<file path="src/rtl/mult32x32_fast.sv">
// mult32x32_fast: sequential unsigned 32x32->64 multiplier.
// One 32x8 partial product per cycle, accumulated into a 64-bit product.
// Processing stops after the highest nonzero byte of b, so latency is 1..4 cycles.
module mult32x32_fast (
    input  logic        clk,
    input  logic        reset,
    input  logic        start,
    input  logic [31:0] a,
    input  logic [31:0] b,
    output logic        busy,
    output logic [63:0] product
);

    typedef enum logic [2:0] {
        IDLE  = 3'd0,
        STEP0 = 3'd1,
        STEP1 = 3'd2,
        STEP2 = 3'd3,
        STEP3 = 3'd4
    } stateT;

    stateT       state_q;
    logic [31:0] aReg_q;
    logic [31:0] bReg_q;
    logic [1:0]  lastStep_q;
    logic        busy_q;
    logic [63:0] product_q;

    logic [1:0]  curStep;
    logic [7:0]  bByte;
    logic [39:0] partialProd;
    logic [63:0] shiftedPp;
    logic [63:0] product_d;
    logic [1:0]  topByteIdx;

    // Index of the highest nonzero byte of the incoming b; zero when b < 256.
    always_comb begin
        topByteIdx = 2'd0;
        if (b[31:24] != 8'd0) begin
            topByteIdx = 2'd3;
        end else if (b[23:16] != 8'd0) begin
            topByteIdx = 2'd2;
        end else if (b[15:8] != 8'd0) begin
            topByteIdx = 2'd1;
        end
    end

    // Select the byte of b for the current step and form the shifted partial product.
    always_comb begin
        curStep = 2'd0;
        bByte   = 8'd0;
        case (state_q)
            STEP0: begin
                curStep = 2'd0;
                bByte   = bReg_q[7:0];
            end
            STEP1: begin
                curStep = 2'd1;
                bByte   = bReg_q[15:8];
            end
            STEP2: begin
                curStep = 2'd2;
                bByte   = bReg_q[23:16];
            end
            STEP3: begin
                curStep = 2'd3;
                bByte   = bReg_q[31:24];
            end
            default: begin
                curStep = 2'd0;
                bByte   = 8'd0;
            end
        endcase
        partialProd = {8'd0, aReg_q} * {32'd0, bByte};
        shiftedPp   = {24'd0, partialProd} << {curStep, 3'b000};
        product_d   = product_q + shiftedPp;
    end

    // Control FSM: accept a request in IDLE, then walk the bytes of b up to the top nonzero one.
    always_ff @(posedge clk or negedge reset) begin
        if (!reset) begin
            state_q    <= IDLE;
            aReg_q     <= 32'd0;
            bReg_q     <= 32'd0;
            lastStep_q <= 2'd0;
            busy_q     <= 1'b0;
            product_q  <= 64'd0;
        end else begin
            case (state_q)
                IDLE: begin
                    if (start) begin
                        aReg_q     <= a;
                        bReg_q     <= b;
                        lastStep_q <= topByteIdx;
                        product_q  <= 64'd0;
                        busy_q     <= 1'b1;
                        state_q    <= STEP0;
                    end
                end
                STEP0, STEP1, STEP2, STEP3: begin
                    product_q <= product_d;
                    if (curStep == lastStep_q) begin
                        busy_q  <= 1'b0;
                        state_q <= IDLE;
                    end else begin
                        case (state_q)
                            STEP0:   state_q <= STEP1;
                            STEP1:   state_q <= STEP2;
                            default: state_q <= STEP3;
                        endcase
                    end
                end
                default: begin
                    busy_q  <= 1'b0;
                    state_q <= IDLE;
                end
            endcase
        end
    end

    assign busy    = busy_q;
    assign product = product_q;

endmodule

</file>
<file path="config.mk">
export PLATFORM = sky130hd
export DESIGN_NAME = mult32x32_fast
export DESIGN_NICKNAME = d
export VERILOG_FILES = /design/src/rtl/mult32x32_fast.sv
export SDC_FILE = /design/constraint.sdc
export NUM_CORES = 1
export LEC_CHECK = 0
export ABC_CLOCK_PERIOD_IN_PS = 22100
export CAP_MARGIN = 20
export CORE_ASPECT_RATIO = 1.5
export CORE_MARGIN = 1.5
export CORE_UTILIZATION = 55
export DETAILED_ROUTE_END_ITERATION = 12
export GPL_TIMING_DRIVEN = 1
export PLACE_DENSITY_LB_ADDON = 0.05
export SYNTH_ARGS = -nofsm -noshare
export SYNTH_HDL_FRONTEND = slang
export SYNTH_SLANG_ARGS = --single-unit
</file>
<file path="constraint.sdc">
create_clock -name clk -period 22.1 [get_ports clk]
set_input_delay 6.63 -clock clk [delete_from_list [all_inputs] [get_ports clk]]
set_output_delay 6.63 -clock clk [all_outputs]
set_load 0.005 [all_outputs]
</file>
==> impl_metrics.yaml <==
run_status:
  status: "finished clean"
clocking:
  cts.sinks: 134
  cts_tree: "built"
  htree_levels: 4
  ctsHoldBuffers: 0
  cts_repair_resize_count: 0
  clockBufferDepth: 2
  clkLatencyLatePin_ns: 0.47
  ctsRootBufferMaster: "clkbuf_16"
  postCtsSetupRepairBufs: 0
  clkTransAtPathRegs_ns: 0.07
  cts_buffers: 17
logic_synthesis:
  synth_edf_count: 0
  ys_types: 67
  yosysSeqAreaShare_pct: 18.8
  async_flop_share_pct: 100
  synth_top_flop_cell: "dfrtp_1"
  synth_nets: 2424
  ys_warn_count: 0
  synth-seq-cells: 134
  syn-cell-area_um2: 17800
  syn_inst: 2046
  postSynthAreaPerCell_um2: 8.72
die:
  start_util_pct: 56.0
  core-area_um2: 31800
  die_w_um: 150
  dieArea_um2: 33500
  die_y_um: 224
  ios: 132
  placementRows: 80
worst_setup_path:
  cp_max_fo: 32
  worst-path-buf-inv: 3
  max_stage_delay_ns: 0.68
  startpoint_type: "flip-flop"
  crit_required_ns: 22.44
  cpMostUsedCell: "fa_1"
  arrival_ns: 10.77
  cp-end-kind: "flip-flop"
  cp_top_family: "compound AO/OA/AOI/OAI gates"
  critical_path_class: "flip-flop to flip-flop"
  cpMaxStageDelayCell: "dfrtp_1"
grt:
  grt_usage_pct: 32.7
  grt_antenna_before_repair: 0
  grt_pass1_wl_um: 84900
  grt_pass1_vias: 16200
  grt_max_degree: 75
  grt-ovfl-total: 0
detailed_routing:
  wl_per_cell_um: 20.7
  firstDrtPassIters: 7
  drt-total-wl_um: 52400
  drc_errors: 0
  viasPerCell: 6.02
  dr.first_iter.drc_count: 849
  via_count: 15300
  ant_nets: 0
timing:
  finalCriticalPeriod_ns: 10.43
  rsz0062_at_grt: "false"
  finClkSkew_ns: 0.0182
  worst_slew_pin_slew_ns: 0.879
  post-route-period-util_pct: 47.2
  fmax_mhz: 95.9
  slew_viol_final: 0
  timing.setup.tns_ns: 0
  slew_headroom_pct: 41.4
  hold_violations: 0
  setup-violations-final: 0
layout:
  syn_to_final_growth_pct: 12.2
  final_common_cell: "and2_1"
  num_antenna_cells: 0
  nets: 2491
  fillers: 2814
  final_cell_mix: "and2_1 (217), nand2_1 (207), inv_1 (194)"
  drive_gt1_share_pct: 6.73
hold_path:
  hold_path.class: "flip-flop to flip-flop"
place:
  port_buffers: 131
  gp_congestion: 0.950
  dp_hpwl_um: 41300
run:
  max_cap_violations: 0
==> through the flow <==
stage / instances / cell area (um^2) / utilization (%) / setup slack (ns) / hold WS [ns]
final: 2534 / 20000 / 62.9 / 11.67 / 0.505
after global placement: 2504 / 19400 / 61.1 / 11.94 / 0.487
after detailed placement: 2504 / 19400 / 61.1 / 11.87 / 0.492
after global routing: 2534 / 20000 / 62.9 / 11.07 / 0.518
after floorplan: 2046 / 17800 / - / 13.53 / 0.475
after CTS: 2534 / 20000 / 62.9 / 11.81 / 0.507
==> logic make-up (layout without fill, tap and decap cells) <==
group                      count (synthesis)  after routing  share of synthesized area (%)
AOI/OAI and AO/OA                        470            470                           16.5
xor gates and xnor gates                  97             97                           4.76
adders and majority gates                311            311                           29.4
buffers and inverters                    294            372                           6.20
DFF                                      134            134                           18.8
muxes                                     96             96                           5.91
and+or+nand+nor                          644            644                           18.4
==> synth_stat cells (4+ instances only) <==
cell type	n	area [um^2]
and2_1	217	1360
nand2_1	207	777
inv_1	194	728
fa_1	181	3620
dfrtp_1	134	3350
o21ai_0	131	656
a21oi_1	130	651
ha_1	130	1630
clkbuf_1	89	334
nor2_1	87	327
mux2_2	75	845
xor2_1	50	438
xnor2_1	47	412
a21o_1	43	323
nand4_1	23	144
mux2i_1	21	210
nand3_1	19	95.1
o21bai_1	19	143
and3_1	18	113
nor3_1	17	85.1
a31oi_1	15	93.8
o21a_1	15	113
a211oi_1	14	105
nand2b_1	11	68.8
a22oi_1	10	75.1
o22ai_1	10	62.6
a22o_1	9	78.8
buf_1	9	33.8
nor2b_1	9	56.3
nor4_1	9	56.3
o31ai_1	9	67.6
o211ai_1	8	60.1
o21ai_1	8	40.0
o221ai_1	7	61.3
or3_1	7	43.8
a221oi_1	6	52.6
or2_2	6	37.5
a32o_1	5	50.1
and4_1	4	35.0
==> registers in the layout (all words and copies together) (netlist names) <==
name / flops
busy: 1
bReg_q: 32
state_q: 3
product: 64
aReg_q: 32
lastStep_q: 2
==> worst reg2reg max path, delay by kind of cell (launching register included) <==
family	cells	cell delay, ns
DFF	1	0.68
muxes	1	0.16
adders and majority gates	6	2.86
AOI/OAI and AO/OA	13	3.79
xor gates and xnor gates	1	0.07
and+or+nand+nor	9	2.31
buffers and inverters	3	0.44
==> final timing paths <==
path,from,end,slack [ns],depth (start not counted)
worst max-delay path,state_q[0],product[61],11.67,33
worst max register to register,state_q[0],product[61],11.67,33
worst min register to register,bReg_q[21],bReg_q[21],0.50,1
max in group asynchronous,reset,product[33],14.50,2
min in group asynchronous,reset,aReg_q[7],6.21,1
worst min-delay path,bReg_q[21],bReg_q[21],0.50,1
==> metal layers <==
layer,track usage [%],wire (um),part of all wire [%],up-vias
li1,-,-,-,7052
met4,14.8,2080,4.0,0
met3,3.79,2050,3.9,133
met1,37.9,20200,39,7637
met2,59.3,28100,54,432
met5,0,0,0,-
==> layout make-up <==
type                       instances  area, um^2  area share [%]
timing repair buffer             148        1440            7.20
tap                              410         513            2.56
inverter                         194         728            3.64
sequential                       134        3350            16.8
clock buffer                      17         425            2.13
clock inverter                    13         148           0.738
multi-input combinational       1618       13400            67.0
Power is left out: the tool's default activity adds up to more than one toggle a clock period on the data nets, which glitch-free logic cannot reach.
